File: config.mk
export PLATFORM = sky130hd
export DESIGN_NAME = my_logic_pipe
export DESIGN_NICKNAME = d
export VERILOG_FILES = /design/src/rtl/my_logic_pkg.sv /design/src/rtl/my_logic_stage.sv /design/src/rtl/my_logic_pipe.sv
export SDC_FILE = /design/constraint.sdc
export NUM_CORES = 1
export LEC_CHECK = 0
export ABC_CLOCK_PERIOD_IN_PS = 1550
export BUFFER_PORTS_ARGS = -buffer_cell sky130_fd_sc_hd__buf_2
export CAP_MARGIN = 40
export CORE_MARGIN = 8
export CORE_UTILIZATION = 34
export CTS_CLUSTER_DIAMETER = 60
export DETAILED_ROUTE_END_ITERATION = 10
export HOLD_SLACK_MARGIN = 0.08
export MAX_ROUTING_LAYER = met4
export SLEW_MARGIN = 40
export SYNTH_ARGS = -nofsm -noshare
export SYNTH_HDL_FRONTEND = slang
export SYNTH_SLANG_ARGS = --single-unit
File: constraint.sdc
create_clock -name clk -period 1.55 [get_ports clk]
set_input_delay 0.2325 -clock clk [delete_from_list [all_inputs] [get_ports clk]]
set_output_delay 0.2325 -clock clk [all_outputs]
set_load 0.01 [all_outputs]
File: src/rtl/my_logic_pkg.sv
// my_logic_pkg: operation codes and shared constants for the my_logic_pipe datapath.
package my_logic_pkg;

  localparam int OP_W = 3;

  typedef enum logic [OP_W-1:0] {
    OP_NOT     = 3'd0,
    OP_AND     = 3'd1,
    OP_OR      = 3'd2,
    OP_XOR     = 3'd3,
    OP_MUX     = 3'd4,
    OP_DMUX    = 3'd5,
    OP_ACC_XOR = 3'd6,
    OP_ACC_CLR = 3'd7
  } op_e;

  function automatic logic is_acc_op(input op_e op);
    return (op == OP_ACC_XOR) || (op == OP_ACC_CLR);
  endfunction

endpackage

File: src/rtl/my_logic_stage.sv
// my_logic_stage: one valid/ready register slice with a generic payload width.
// Accepts a beat whenever it is empty or its current beat leaves in the same cycle.
module my_logic_stage #(
  parameter int W = 8
) (
  input  logic         clk,
  input  logic         rst_n,
  input  logic         in_valid,
  output logic         in_ready,
  input  logic [W-1:0] in_data,
  output logic         out_valid,
  input  logic         out_ready,
  output logic [W-1:0] out_data
);

  logic         valid_q, valid_d;
  logic [W-1:0] data_q, data_d;

  assign in_ready  = !valid_q || out_ready;
  assign out_valid = valid_q;
  assign out_data  = data_q;

  always_comb begin
    valid_d = valid_q;
    data_d  = data_q;
    if (in_ready) begin
      valid_d = in_valid;
      if (in_valid) begin
        data_d = in_data;
      end
    end
  end

  always_ff @(posedge clk or negedge rst_n) begin
    if (!rst_n) begin
      valid_q <= 1'b0;
      data_q  <= '0;
    end else begin
      valid_q <= valid_d;
      data_q  <= data_d;
    end
  end

endmodule

File: src/rtl/my_logic_pipe.sv
// my_logic_pipe: two-stage WIDTH-bit logic unit (NOT/AND/OR/XOR/MUX/DMUX) with valid/ready handshakes.
// Define MY_LOGIC_PIPE_ACC_EN to add the XOR accumulator behind ops ACC_XOR/ACC_CLR.
module my_logic_pipe
  import my_logic_pkg::*;
#(
  parameter  int WIDTH    = 16,
  parameter  int CHANNELS = 4,
  localparam int SEL_W    = $clog2(CHANNELS)
) (
  input  logic                      clk,
  input  logic                      rst_n,
  input  logic                      in_valid,
  output logic                      in_ready,
  input  logic [OP_W-1:0]           in_op,
  input  logic [WIDTH-1:0]          in_a,
  input  logic [WIDTH-1:0]          in_b,
  input  logic [SEL_W-1:0]          in_sel,
  output logic                      out_valid,
  input  logic                      out_ready,
  output logic [WIDTH-1:0]          out_data,
  output logic [CHANNELS*WIDTH-1:0] out_dmux,
  output logic                      out_err
);

  localparam int S1_W = OP_W + 2 * WIDTH + SEL_W;
  localparam int S2_W = WIDTH + CHANNELS * WIDTH + 1;

  logic                      s1_valid;
  logic [S1_W-1:0]           s1_data;
  logic                      s2_in_ready;
  logic [S2_W-1:0]           s2_in_data;
  logic [S2_W-1:0]           s2_data;

  op_e                       s1_op;
  logic [WIDTH-1:0]          s1_a;
  logic [WIDTH-1:0]          s1_b;
  logic [SEL_W-1:0]          s1_sel;

  logic [WIDTH-1:0]          res_data;
  logic [CHANNELS*WIDTH-1:0] res_dmux;
  logic                      res_err;

  my_logic_stage #(.W(S1_W)) u_s1 (
    .clk       (clk),
    .rst_n     (rst_n),
    .in_valid  (in_valid),
    .in_ready  (in_ready),
    .in_data   ({in_op, in_a, in_b, in_sel}),
    .out_valid (s1_valid),
    .out_ready (s2_in_ready),
    .out_data  (s1_data)
  );

  assign s1_op  = op_e'(s1_data[S1_W-1 -: OP_W]);
  assign s1_a   = s1_data[SEL_W+WIDTH +: WIDTH];
  assign s1_b   = s1_data[SEL_W +: WIDTH];
  assign s1_sel = s1_data[SEL_W-1:0];

`ifdef MY_LOGIC_PIPE_ACC_EN
  logic             s1_fire;
  logic [WIDTH-1:0] acc_q, acc_d;

  // The accumulator advances only when its op leaves S1, so a stalled op never applies twice.
  assign s1_fire = s1_valid && s2_in_ready;

  always_comb begin
    acc_d = acc_q;
    if (s1_fire) begin
      if (s1_op == OP_ACC_XOR) begin
        acc_d = acc_q ^ s1_a;
      end else if (s1_op == OP_ACC_CLR) begin
        acc_d = '0;
      end
    end
  end

  always_ff @(posedge clk or negedge rst_n) begin
    if (!rst_n) begin
      acc_q <= '0;
    end else begin
      acc_q <= acc_d;
    end
  end
`endif

  always_comb begin
    res_data = '0;
    res_dmux = '0;
    res_err  = 1'b0;
    case (s1_op)
      OP_NOT: res_data = ~s1_a;
      OP_AND: res_data = s1_a & s1_b;
      OP_OR:  res_data = s1_a | s1_b;
      OP_XOR: res_data = s1_a ^ s1_b;
      OP_MUX: res_data = (s1_sel == '0) ? s1_a : s1_b;
      OP_DMUX: begin
        // Selects past the last channel only exist when CHANNELS is not a power of two.
        res_err = (int'(s1_sel) >= CHANNELS);
        for (int c = 0; c < CHANNELS; c++) begin
          if (int'(s1_sel) == c) begin
            res_dmux[c*WIDTH +: WIDTH] = s1_a;
          end
        end
      end
      default: begin
`ifdef MY_LOGIC_PIPE_ACC_EN
        res_data = (s1_op == OP_ACC_XOR) ? (acc_q ^ s1_a) : acc_q;
`else
        res_err = is_acc_op(s1_op);
`endif
      end
    endcase
  end

  assign s2_in_data = {res_data, res_dmux, res_err};

  my_logic_stage #(.W(S2_W)) u_s2 (
    .clk       (clk),
    .rst_n     (rst_n),
    .in_valid  (s1_valid),
    .in_ready  (s2_in_ready),
    .in_data   (s2_in_data),
    .out_valid (out_valid),
    .out_ready (out_ready),
    .out_data  (s2_data)
  );

  assign out_data = s2_data[S2_W-1 -: WIDTH];
  assign out_dmux = s2_data[1 +: CHANNELS*WIDTH];
  assign out_err  = s2_data[0];

endmodule

Yosys cells after proc, flatten, opt, wreduce, memory -nomap -nowiden

Cells that the tools add are included.

Flip-flop bits (word level): 120
Logic and storage cells: 37
Input port bits: 41
Output and inout port bits: 83

Eq/ne operators: 10
Reduce and logical (&&, ||, !) cells: 11
Multiplexer cells: 8
Bitwise logic cells: 4

Operator list:

| kind                 | number |
|---|---|
| $mux W16             | 5 |
| $pmux W16 S5         | 1 |
| $mux W64             | 1 |
| $and A16 B16 Y16     | 1 |
| $not A16 Y16         | 1 |
| $or A16 B16 Y16      | 1 |
| $xor A16 B16 Y16     | 1 |
| $eq A3 B3 Y1 const B | 4 |
| $eq A3 B2 Y1 const B | 2 |
| $reduce_or A6 Y1     | 1 |
| $eq A2 B2 Y1 const B | 2 |
| $logic_not A2 Y1     | 2 |
| $reduce_and A2 Y1    | 2 |
| $eq A3 B1 Y1 const B | 1 |
| $logic_not A3 Y1     | 1 |
| $logic_or A1 B1 Y1   | 3 |
| $eq A2 B1 Y1 const B | 1 |
| $logic_not A1 Y1     | 2 |
| $mux W1              | 1 |

Longest topological paths before layout

Gate-level depths: netlist (run 1).

Word-level depth: 4
Gate-level depth with buffers: 7
Gate-level depth less buffers: 6

Cells and area by module

A second synthesis (run 1) with hierarchy kept.

Cell total of the unflattened synthesis: 495
Area total of the unflattened synthesis: 6805.3 sq um

Modules (own cells, without submodules):

| module                | area each (sq um) | cells each | seq. area each (sq um) | times used |
|---|---|---|---|---|
| my_logic_stage (u_s2) | 3385.7            | 174        | 2052.0                 | 1 |
| my_logic_pipe         | 1846.8            | 240        | 0.0                    | 1 |
| my_logic_stage (u_s1) | 1572.8            | 81         | 950.9                  | 1 |

Least setup slack after synthesis (run 1)

Ideal clock, no wire load.

Path kind: flip-flop to flip-flop
From: register u_s1.data_q[1], in the netlist u_s1.out_data[1]
To: register u_s2.data_q[72], in the netlist u_s2.out_data[72]
Path buffers: 1
Clock period less this slack: 1639 ps
Required time: 1429 ps
Slack: -89 ps
Arrival: 1518 ps
Cell stages (with the launch flop): 6
Setup time: 121 ps
Path through: dfrtp_1 nor2_2 buf_6 mux2i_1 o221ai_1 a22o_1

Cells in the longest elaborated chain, start to end: 3

RTL lines:

| item                     | RTL line             | RTL |
|---|---|---|
| start: declaration       | my_logic_stage.sv:17 | `logic [W-1:0] data_q, data_d;` |
| start signal: assignment | my_logic_stage.sv:40 | `data_q <= data_d;` |
| $logic_not A2 Y1         | my_logic_pipe.sv:95  | `OP_MUX: res_data = (s1_sel == '0) ? s1_a : s1_b;` |
| $mux W16                 | my_logic_pipe.sv:95  |  |
| $pmux W16 S5             | my_logic_pipe.sv:90  | `case (s1_op)` |
| end signal: assignment   | my_logic_stage.sv:40 |  |
| end: declaration         | my_logic_stage.sv:17 |  |

No other way between the ends.
A chain may end at the register's enable or synchronous reset.

Final worst setup path (run 1)

From: register u_s1.data_q[35], in the netlist u_s1.out_data[35]
To: register u_s2.data_q[44], in the netlist u_s2.out_data[44]

Cells in the longest elaborated chain, start to end: 2

RTL lines:

| item         | RTL line |
|---|---|
| $eq A3 B3 Y1 | my_logic_pipe.sv:90 |
| $mux W64     | my_logic_pipe.sv:90 |

No other way between the ends.

==> metrics.yaml, run 1 <==
status:
  status: "finished clean"
pwr:
  leakagePower_nw: 4.02
  switching_share_pct: 27.0
  power.density_nw_per_um2: 1310
  seq_power_share_pct: 36.5
  p_comb_share_pct: 20.1
  clock_power_share_pct: 43.4
  p_int_mw: 7.55
  switching_power_mw: 2.79
  vdd_drop_max_mv: 0.736
worst_setup_path:
  reg2regPathDepth: 5
  path_buf_inv: 1
  cp_num_cells: 5
  timing.rr.end: "u_s2.out_data[44]$_DFFE_PN0P_"
  end_kind: "flop"
  r2r_slack_ns: 0.07
  path_max_fanout: 10
  critical_path.cell_chain: "nor2b_4 > nand4_4 > nor3b_4 > buf_4 > a22o_1"
  critPathRequiredTime_ns: 1.90
  crit_start: "u_s1.out_data[35]$_DFFE_PN0P_"
  max_stage_delay_ns: 0.44
  crit_end: "u_s2.out_data[44]$_DFFE_PN0P_"
  reg2reg_from: "u_s1.out_data[35]$_DFFE_PN0P_"
  start_kind: "flop"
  worst_path_max_delay_cell: "dfrtp_2"
  critPathKind: "reg -> reg"
  crit_arrival_ns: 1.83
  path_delay_family: "simple AND/OR/NAND/NOR gates"
layout:
  final_nets: 695
  fill_cells: 1469
  syn_to_final_growth_pct: 40.0
  drive_gt1_share_pct: 38.4
  antenna_cells: 0
  final_core_util_pct: 48.1
yosys:
  yosysWarningCount: 0
  synth_area_um2: 5630
  syn_nets: 508
  synth_area_leaders: "dfrtp_1, a22o_1, mux2_2"
  yosysSeqAreaShare_pct: 53.3
  synth-seq-cells: 120
  yosysTopAreaCell: "dfrtp_1"
  netlist_instances: 435
  syn_avg_cell_area_um2: 12.9
  synth_top_area_share_pct: 53.3
  synth_cell_type_count: 25
sta:
  slew_headroom_pct: 75.3
  rsz0062_at_grt: "no"
  finalCritPeriodShare_pct: 95.3
  finalMaxSlewViolations: 0
  timing.fmax_mhz: 677
  hold_viol_final: 0
  period_minus_slack_ns: 1.48
  worst_pin_slew_ns: 0.370
  setup_tns_ns: 0
  fin_ws_ns: 0.0721
  skew_ns: 0.00633
  setup_viol: 0
clock_network:
  cts_tree: "built"
  clock_path_buffers: 2
  htree_levels: 4
  clkSlewWorstSetupHoldPaths_ns: 0.06
  clock-sinks: 120
  clock_latency_ns: 0.42
  cts_root_buf: "clkbuf_16"
  cts_inserted_buffers: 17
global_route:
  grt_pass1_wl_um: 25200
  grt_overflow: 0
  antenna_found_initial: 0
  grt_max_degree: 63
  grtUsageTotal_pct: 16.5
  first_global_vias: 4691
flow_run:
  maxCapViolCount: 0
placement:
  gp_congestion: 0.779
  io_buffers: 123
  hpwl_um: 11300
  place_ws_ns: 0.0218
drt:
  routed_wl_um: 16200
  dr_total_vias: 4426
  drc: 0
  ant_nets: 0
  viasPerCell: 5.18
  first_iter_violations: 233
  firstDrtPassIters: 4
  wire_per_inst_um: 19.0
floorplanning:
  die-area_um2: 20900
  die_h_um: 145
  ios: 124
  die_w_um: 145
  initial_core_util_pct: 34.3
  coreArea_um2: 16400
  fp-row-count: 47
min_path:
  min-delay-start: "out_ready"
  hp-class: "in -> reg"
  hold_depth: 3
-- state kept, by name (all words and copies together), names as in the netlist --
register,count
u_s2.out_data,81
u_s1.out_data,37
u_s1.out_valid,1
u_s2.out_valid,1
-- per-stage QoR --
step | instances | cell area (um^2) | power (mW) | hold WS [ns]
floorplan | 435 | 5640 | 4.90 | -0.0631
global placement | 784 | 6800 | 5.73 | 0.267
detailed placement | 784 | 6800 | 5.83 | 0.273
CTS | 855 | 7870 | 10.4 | 0.159
global route | 855 | 7880 | 10.8 | 0.166
finish | 855 | 7880 | 10.3 | 0.159
-- repair_timing --
action / CTS / global route
buffers inserted: 0 / 0
setup endpoints to repair: 1 / 42
hold buffers: 39 / 0
gates resized for setup: 1 / 6
hold endpoints to repair: 158 / 0
-- worst register-to-register path: stages (launching register included) --
cell	delay, ns
dfrtp_2	0.44
nor2b_4	0.15
nand4_4	0.20
nor3b_4	0.24
buf_4	0.23
a22o_1	0.16
-- worst min path at each step --
stage | end | slack (ns)
6_report | u_s2.out_valid$_DFFE_PN0P_ | 0.16
5_1_grt | u_s2.out_valid$_DFFE_PN0P_ | 0.17
4_1_cts | u_s1.out_valid$_DFFE_PN0N_ | 0.16
3_5_place_dp | u_s2.out_data[60]$_DFFE_PN0P_ | 0.27
3_3_place_gp | u_s2.out_data[60]$_DFFE_PN0P_ | 0.27
2_1_floorplan | u_s1.out_data[0]$_DFFE_PN0P_ | -0.06
-- kinds of logic (layout without fill, tap and decap cells) --
logic type | count (synthesis) | in the layout | share of synthesized area, %
DFF | 120 | 120 | 53.3
muxes | 68 | 68 | 12.9
AOI/OAI and AO/OA | 115 | 115 | 17.3
and+or+nand+nor | 39 | 39 | 4.35
buffers and inverters | 61 | 261 | 5.00
adders and majority gates | 32 | 32 | 7.11
-- layout by cell type, fill, tap and decap left out, drive strengths merged, types with 5 or more instances in the layout --
| cell type | n |
|---|---|
| buf | 158 |
| clkbuf | 19 |
| mux2 | 37 |
| a22o | 80 |
| ha | 32 |
| mux2i | 31 |
| nand2b | 7 |
| o211ai | 16 |
| nor2 | 5 |
| o221ai | 16 |
| dfrtp | 120 |
| inv | 32 |
| nand2 | 20 |
| bufinv | 6 |
| dlygate4sd3 | 39 |
| clkinv | 5 |
-- layout make-up --
cell class | instances | area [um^2] | area share (%)
inverters | 32 | 120 | 1.52
clock inverters | 13 | 224 | 2.84
flip-flops and latches | 120 | 3010 | 38.2
clock buffers | 19 | 453 | 5.75
well taps | 220 | 275 | 3.49
multi-input cells | 254 | 2370 | 30.0
repair buffers | 197 | 1430 | 18.2
-- per-layer routing --
layer | track usage [%] | vias up | routed length, um
li1 | - | 1992 | -
met5 | - | - | 0
met4 | 6.63 | 0 | 262
met2 | 25.2 | 143 | 7600
met1 | 19.8 | 2267 | 7070
met3 | 5.31 | 24 | 1290
-- synthesized netlist by cell type, drive strengths merged --
master	count
nand3b	1
o211ai	16
nand2b	7
nor2b	1
mux2i	31
nor2	5
ha	32
nand4	1
dfrtp	120
mux2	37
inv	32
o21ai	2
buf	16
o221ai	16
nor3	1
nor3b	2
nand2	20
a21oi	1
a22o	80
and3	1
clkbuf	13
-- power groups by stage --
| stage | clock network [mW] | registers, mW | logic (mW) |
|---|---|---|---|
| 6_report | 4.48 | 3.78 | 2.07 |
| 5_1_grt | 4.72 | 3.82 | 2.28 |
| 2_1_floorplan | 0 | 3.84 | 1.05 |
| 4_1_cts | 4.57 | 3.77 | 2.11 |
| 3_3_place_gp | 0 | 3.80 | 1.93 |
| 3_5_place_dp | 0 | 3.82 | 2.02 |
No activity file was read; power rests on OpenSTA's default activity.
==> run 2, diff against run 1 <==
ABC_AREA = 1   (was not set)
ABC_CLOCK_PERIOD_IN_PS = 1250   (was 1550)
clock period = 1.25 ns   (was 1.55 ns; I/O delays follow)
==> run 2 against run 1 <==
The run now ends with setup timing left. Register-to-register slack worse by 0.20 ns. Area after synthesis up 5.6%. Clock skew up 0.0057 ns. Final area up 13%. Sequential power up 24%. Synthesized cell count up 70%. Cell count up 44%. Die area up 5.0%. Routed wire length up 17%. Critical endpoint is now out_valid.
==> metrics.yaml, run 2 <==
drt:
  firstDrtPassIters: 4  # unchanged
  routed_wl_um: 19000  # +17%
  dr_total_vias: 5692  # +29%
  first_iter_violations: 393  # +69%
  dr_wl_met3_um: 1200  # -6.8%
  met2WireLength_um: 8730  # +15%
  m1WireLength_um: 8860  # +25%
  routed.top_layer: "met4"
  drc: 0  # unchanged
  wire_per_inst_um: 15.5  # -18%
  ant_nets: 0  # unchanged
  viasPerCell: 4.64  # -10%
yosys:
  synth_area_leaders: "dfrtp_1, nand2_1, ha_1"
  synthMostInstantiatedCell: "nand2_1"
  syn_avg_cell_area_um2: 8.03  # -38%
  netlist_instances: 741  # +70%
  async_flop_share_pct: 100  # unchanged
  synth_edf_count: 0  # unchanged
  synth_top_family_by_area: "simple AND/OR/NAND/NOR gates"
  ys_top_cells_by_count: "nand2_1, dfrtp_1, nor2_1"
  synth_cell_type_count: 22  # -12%
  synth_area_um2: 5950  # +5.6%
  synth_compound_area_share_pct: 6.12  # -11 points
  yosysSeqAreaShare_pct: 50.5  # -2.8 points
  yosysWarningCount: 0  # unchanged
  ys.flop_type: "dfrtp_1"
  yosysTopAreaCell: "dfrtp_1"
  synth_top_area_share_pct: 50.5  # -2.8 points
  synthSimpleGateAreaFrac_pct: 29.4  # +25 points
  synth-seq-cells: 120  # unchanged
  synth_xor_xnor_area_share_pct: 0  # unchanged
  yosys.area_share.adder_pct: 6.73  # -0.38 points
  synthMuxAreaShare_pct: 0.189  # -13 points
  syn_nets: 814  # +60%
floorplanning:
  coreArea_um2: 17200  # +4.7%
  die-area_um2: 22000  # +5.0%
  die_h_um: 148  # +2.5%
  fp-row-count: 48  # +2.1%
  ios: 124  # unchanged
  initial_core_util_pct: 34.6  # +0.30 points
  die_w_um: 148  # +2.5%
global_route:
  grt_max_degree: 47  # -25%
  grt_overflow: 0  # unchanged
  grtUsageTotal_pct: 17.2  # +0.73 points
  first_global_vias: 5557  # +18%
  grt_pass1_wl_um: 29200  # +16%
  antenna_found_initial: 0  # unchanged
sta:
  whs_ns: 0.166  # +0.00714 ns
  setup_viol: 92  # +92
  setup_tns_ns: -7.99  # -7.99 ns
  skew_ns: 0.0120  # +0.00571 ns
  finalCritPeriodShare_pct: 111
  worst_pin_slew_ns: 0.251  # -0.120 ns
  fin_ws_ns: -0.132  # -0.204 ns
  rsz0062_at_grt: "yes"
  hold_viol_final: 0  # unchanged
  period_minus_slack_ns: 1.38
  finalMaxSlewViolations: 0  # unchanged
  slew_headroom_pct: 83.3  # +7.9 points
  timing.fmax_mhz: 723
clock_network:
  clock_latency_ns: 0.42  # about the same
  clock-sinks: 120  # unchanged
  cts_tree: "built"
  cts_root_buf: "clkbuf_16"
  cts_inserted_buffers: 17  # unchanged
  clock_path_buffers: 2  # unchanged
  clkSlewWorstSetupHoldPaths_ns: 0.05  # about the same
  htree_levels: 4  # unchanged
worst_setup_path:
  cpMostUsedCell: "buf_6"
  max_stage_delay_ns: 0.43  # about the same
  crit_arrival_ns: 1.19  # -0.64 ns
  critical_path.cell_chain: "buf_4 > buf_6 > buf_6"
  end_kind: "output pin"
  critPathKind: "reg -> out"
  path_delay_family: "flip-flops"
  path_max_fanout: 3  # -7
  path_buf_inv: 3  # +2
  worst_path_max_delay_cell: "dfrtp_2"
  start_kind: "flop"
  critPathRequiredTime_ns: 1.06  # -0.84 ns
min_path:
  hp-class: "in -> async"
placement:
  place_ws_ns: -0.179  # -0.201 ns
  dpl_cell_area_um2: 7570  # +11%
  io_buffers: 123  # unchanged
  hpwl_um: 12700  # +13%
  dpl.cell_count: 1143  # +46%
  gp_congestion: 0.808  # +3.7%
layout:
  layout.cells.non_filler: 1228  # +44%
  drive_gt1_share_pct: 32.4  # -6.0 points
  syn_to_final_growth_pct: 50.2
  final_core_util_pct: 52.0  # +4.0 points
  final_cell_mix: "nand2_1, buf_2, dfrtp_1"
  final_nets: 1065  # +53%
  finalInstanceArea_um2: 8940  # +13%
  antenna_cells: 0  # unchanged
  largest_reg_flops: 81  # unchanged
  final_common_cell: "nand2_1"
pwr:
  power.density_nw_per_um2: 1450  # +11%
  total_power_mw: 13.0  # +26%
  vdd_drop_max_mv: 1.07  # +46%
  leakagePower_nw: 4.96  # +24%
flow_run:
  maxCapViolCount: 0  # unchanged
status:
  status: "finished, violations left"
  failed_checks: "setup timing"
## run 2: kinds of logic after synthesis
group | after synthesis
adders and majority gates | 32
DFF | 120
AOI/OAI and AO/OA | 70
buffers and inverters | 97
muxes | 1
and+or+nand+nor | 421
## run 2: worst register-to-register path, stage by stage (launching register included)
cell	delay, ns
dfrtp_2	0.43
a21oi_4	0.22
nand4_4	0.22
nor2_4	0.17
buf_12	0.16
nand2_1	0.06
nand2_1	0.06
## run 2: path summary, 6_finish.rpt
kind / from / slack [ns] / endpoint / cells after the start
max reg2reg: u_s2.out_valid$_DFFE_PN0P_ / -0.13 / u_s2.out_data[27]$_DFFE_PN0P_ / 6
max in group asynchronous: rst_n / 0.58 / u_s2.out_data[40]$_DFFE_PN0P_ / 3
max: u_s2.out_valid$_DFFE_PN0P_ / -0.13 / out_valid / 3
min in group clk: out_ready / 0.19 / u_s1.out_valid$_DFFE_PN0N_ / 4
min: rst_n / 0.17 / u_s1.out_data[20]$_DFFE_PN0P_ / 2
min reg2reg: u_s2.out_data[54]$_DFFE_PN0P_ / 0.47 / u_s2.out_data[54]$_DFFE_PN0P_ / 2
## run 2: layout make-up
| class | count | area (um^2) |
|---|---|---|
| fillers | 1637 | 8240 |
| well taps | 225 | 282 |
| flip-flops and latches | 120 | 3010 |
| clock inverters | 10 | 78.8 |
| multi-input cells | 524 | 2720 |
| inverters | 55 | 214 |
| repair buffers | 274 | 2180 |
| clock buffers | 20 | 467 |
## run 2: per-layer routing
metal | vias up | track usage, %
met3 | 15 | 4.16
met4 | 0 | 6.32
met1 | 2664 | 22.7
li1 | 2855 | -
met5 | - | -
met2 | 158 | 25.2
## run 2: power by group
part | switching (mW) | internal, mW | leakage [nW] | total [mW]
registers | 0.331 | 4.36 | 1.54 | 4.69
clock network | 1.72 | 2.84 | 0.281 | 4.56
logic | 2.06 | 1.67 | 3.14 | 3.73
## run 2: what timing repair did
action | in CTS | in global routing
setup buffers | 8 | 4
hold buffers | 40 | 0
gates resized for setup | 22 | 69
gates cloned | 1 | 4
pin swaps | 24 | 11
endpoints found under the setup margin | 96 | 118
endpoints found under the hold margin | 159 | 0
==> run 3, diff against run 2 <==
==> constraint.sdc (replaced) <==
create_clock -name clk -period 1.25 [get_ports clk]
set_input_delay 0.25 -clock clk [delete_from_list [all_inputs] [get_ports clk]]
set_output_delay 0.25 -clock clk [all_outputs]
set_load 0.01 [all_outputs]
==> run 3 against run 2 <==
The flow still finishes with violations (setup timing). Cell count rose by 0.16%. Sequential power barely moved. Global-route usage rose by 0.66 points. Clock power rose by 18%. Worst setup slack got worse by 0.047 ns. Clock-buffer cell count rose by 5. Via count rose by 3.1%. Critical path type is now reg -> reg.
==> metrics.yaml, run 3 (synthesis gave the netlist of run 2 again) <==
pwr:
  seq_power_share_pct: 33.4  # -2.7 points
  leakagePower_nw: 5.06  # +1.9%
  total_power_mw: 14.0  # +7.6%
  power.density_nw_per_um2: 1510  # +4.1%
  p_int_mw: 9.73  # +9.8%
  switching_power_mw: 4.23  # +2.9%
  p_comb_share_pct: 28.2  # -0.5 points
  switching_share_pct: 30.3  # -1.4 points
  vdd_drop_max_mv: 1.04  # -2.8%
  clock_power_share_pct: 38.4  # +3.3 points
worst_setup_path:
  critical_path.cell_chain: "a21oi_4 > nand4_4 > buf_12 > nor2_4 > buf_12 > nand2_1 > nand2_1"
  start_kind: "flop"
  crit_arrival_ns: 1.78  # +0.59 ns
  end_kind: "flop"
  max_stage_delay_ns: 0.44  # about the same
  path_max_fanout: 16  # +13
  worst_path_max_delay_cell: "dfrtp_2"
  critPathRequiredTime_ns: 1.60  # +0.54 ns
  critPathKind: "reg -> reg"
clock_network:
  clock_latency_ns: 0.42  # about the same
  cts_root_buf: "clkbuf_16"
  clkSlewWorstSetupHoldPaths_ns: 0.06  # about the same
  cts_tree: "built"
  cts_inserted_buffers: 17  # unchanged
  clock_path_buffers: 2  # unchanged
  htree_levels: 4  # unchanged
  clock-sinks: 120  # unchanged
sta:
  timing.fmax_mhz: 700  # -3.3%
  setup_viol: 102  # +11%
  setup_tns_ns: -11.06  # -3.07 ns
  whs_ns: 0.0817  # -0.0845 ns
  slew_headroom_pct: 79.6  # -3.7 points
  finalCritPeriodShare_pct: 114  # +3.8 points
  hold_viol_final: 0  # unchanged
  rsz0062_at_grt: "yes"
  period_minus_slack_ns: 1.43  # +0.0470 ns
  fin_ws_ns: -0.179  # -0.0470 ns
  finalMaxSlewViolations: 0  # unchanged
  worst_pin_slew_ns: 0.306  # +0.0554 ns
  skew_ns: 0.00862  # -0.00341 ns
placement:
  gp_congestion: 0.806  # -0.26%
  hpwl_um: 12700  # about the same
  place_ws_ns: -0.175  # +0.00454 ns
  dpl_cell_area_um2: 7620  # +0.63%
  dpl.cell_count: 1151  # +0.70%
  io_buffers: 123  # unchanged
floorplanning:
  initial_core_util_pct: 34.6  # unchanged
  die_w_um: 148  # unchanged
  die-area_um2: 22000  # unchanged
  coreArea_um2: 17200  # unchanged
  fp-row-count: 48  # unchanged
  die_h_um: 148  # unchanged
  ios: 124  # unchanged
global_route:
  grtUsageTotal_pct: 17.9  # +0.66 points
  first_global_vias: 5637  # +1.4%
  grt_overflow: 0  # unchanged
  grt_max_degree: 34  # -28%
  grt_pass1_wl_um: 30100  # +3.1%
  antenna_found_initial: 2  # +2
min_path:
  hp-class: "in -> reg"
layout:
  finalInstanceArea_um2: 9240  # +3.3%
  final_common_cell: "nand2_1"
  final_cell_mix: "nand2_1, buf_2, dfrtp_1"
  largest_reg_flops: 81  # unchanged
  syn_to_final_growth_pct: 55.2
  layout.cells.non_filler: 1230  # +0.16%
  drive_gt1_share_pct: 36.4  # +4.0 points
  final_core_util_pct: 53.8  # +1.7 points
  final_nets: 1063  # -0.19%
drt:
  ant_nets: 0  # unchanged
  firstDrtPassIters: 5  # +1
  viasPerCell: 4.77  # +2.9%
  first_iter_violations: 459  # +17%
  drc: 0  # unchanged
  routed_wl_um: 20100  # +5.6%
  wire_per_inst_um: 16.3  # +5.4%
  dr_total_vias: 5866  # +3.1%
status:
  failed_checks: "setup timing"
  status: "finished, violations left"
flow_run:
  maxCapViolCount: 0  # unchanged
==> run 3: cell types whose count changed in the layout (fill, tap and decap cells not counted), sizes merged, moves of 2 or more <==
| cell | before | now |
|---|---|---|
| dlygate4sd3 | 40 | 15 |
| buf | 230 | 248 |
| clkbuf | 24 | 33 |
| clkinv | 9 | 2 |
| bufinv | 1 | 4 |
| diode | 0 | 2 |
==> run 3: worst max-delay path: cells and delay by family, from the launching register on <==
kind | cells | cell delay, ns
simple gates | 4 | 0.40
buf+inv | 2 | 0.33
compound gates | 1 | 0.20
flops | 1 | 0.44
==> run 3: cell type report <==
type                    count  area, um^2
clock inverters             7         138
fillers                  1609        7940
repair buffers            271        2260
well taps                 225         282
clock buffers              25         505
multi-input cells         525        2830
inverters                  55         214
flip-flops and latches    120        3010
diodes                      2        5.00
==> run 3: power groups by stage <==
| stage | clock network [mW] | logic (mW) | registers, mW |
|---|---|---|---|
| final | 5.36 | 3.93 | 4.66 |
| after global routing | 5.62 | 4.33 | 4.73 |
| after CTS | 5.45 | 3.47 | 4.66 |
| after detailed placement | 0 | 3.22 | 4.71 |
| after global placement | 0 | 3.21 | 4.70 |
| after floorplan | 0 | 1.47 | 4.84 |
==> run 3: what timing repair did <==
| item | CTS | global route |
|---|---|---|
| endpoints found under the setup margin | 86 | 121 |
| cloned | 3 | 11 |
| hold buffers | 15 | 0 |
| pin swaps | 5 | 18 |
| gates resized for setup | 45 | 68 |
| endpoints found under the hold margin | 134 | 0 |
| buffers inserted | 8 | 12 |
==> run 3: final timing paths <==
path,start,end,slack (ns),cells after the start
min reg2reg,u_s2.out_data[24]$_DFFE_PN0P_,u_s2.out_data[24]$_DFFE_PN0P_,0.47,2
max in group asynchronous,rst_n,u_s2.out_data[10]$_DFFE_PN0P_,0.46,3
min in group asynchronous,rst_n,u_s1.out_data[3]$_DFFE_PN0P_,0.27,2
max,u_s2.out_valid$_DFFE_PN0P_,u_s2.out_data[56]$_DFFE_PN0P_,-0.18,7
min,in_b[4],u_s1.out_data[6]$_DFFE_PN0P_,0.08,3
max reg2reg,u_s2.out_valid$_DFFE_PN0P_,u_s2.out_data[56]$_DFFE_PN0P_,-0.18,7
==> run 3: routing by layer <==
metal	wire length (um)	GRT usage, %	share of wire [%]
met5	0	-	0
met4	284	6.12	1.4
met3	1340	4.28	6.7
met2	8970	25.8	45
met1	9480	24.1	47
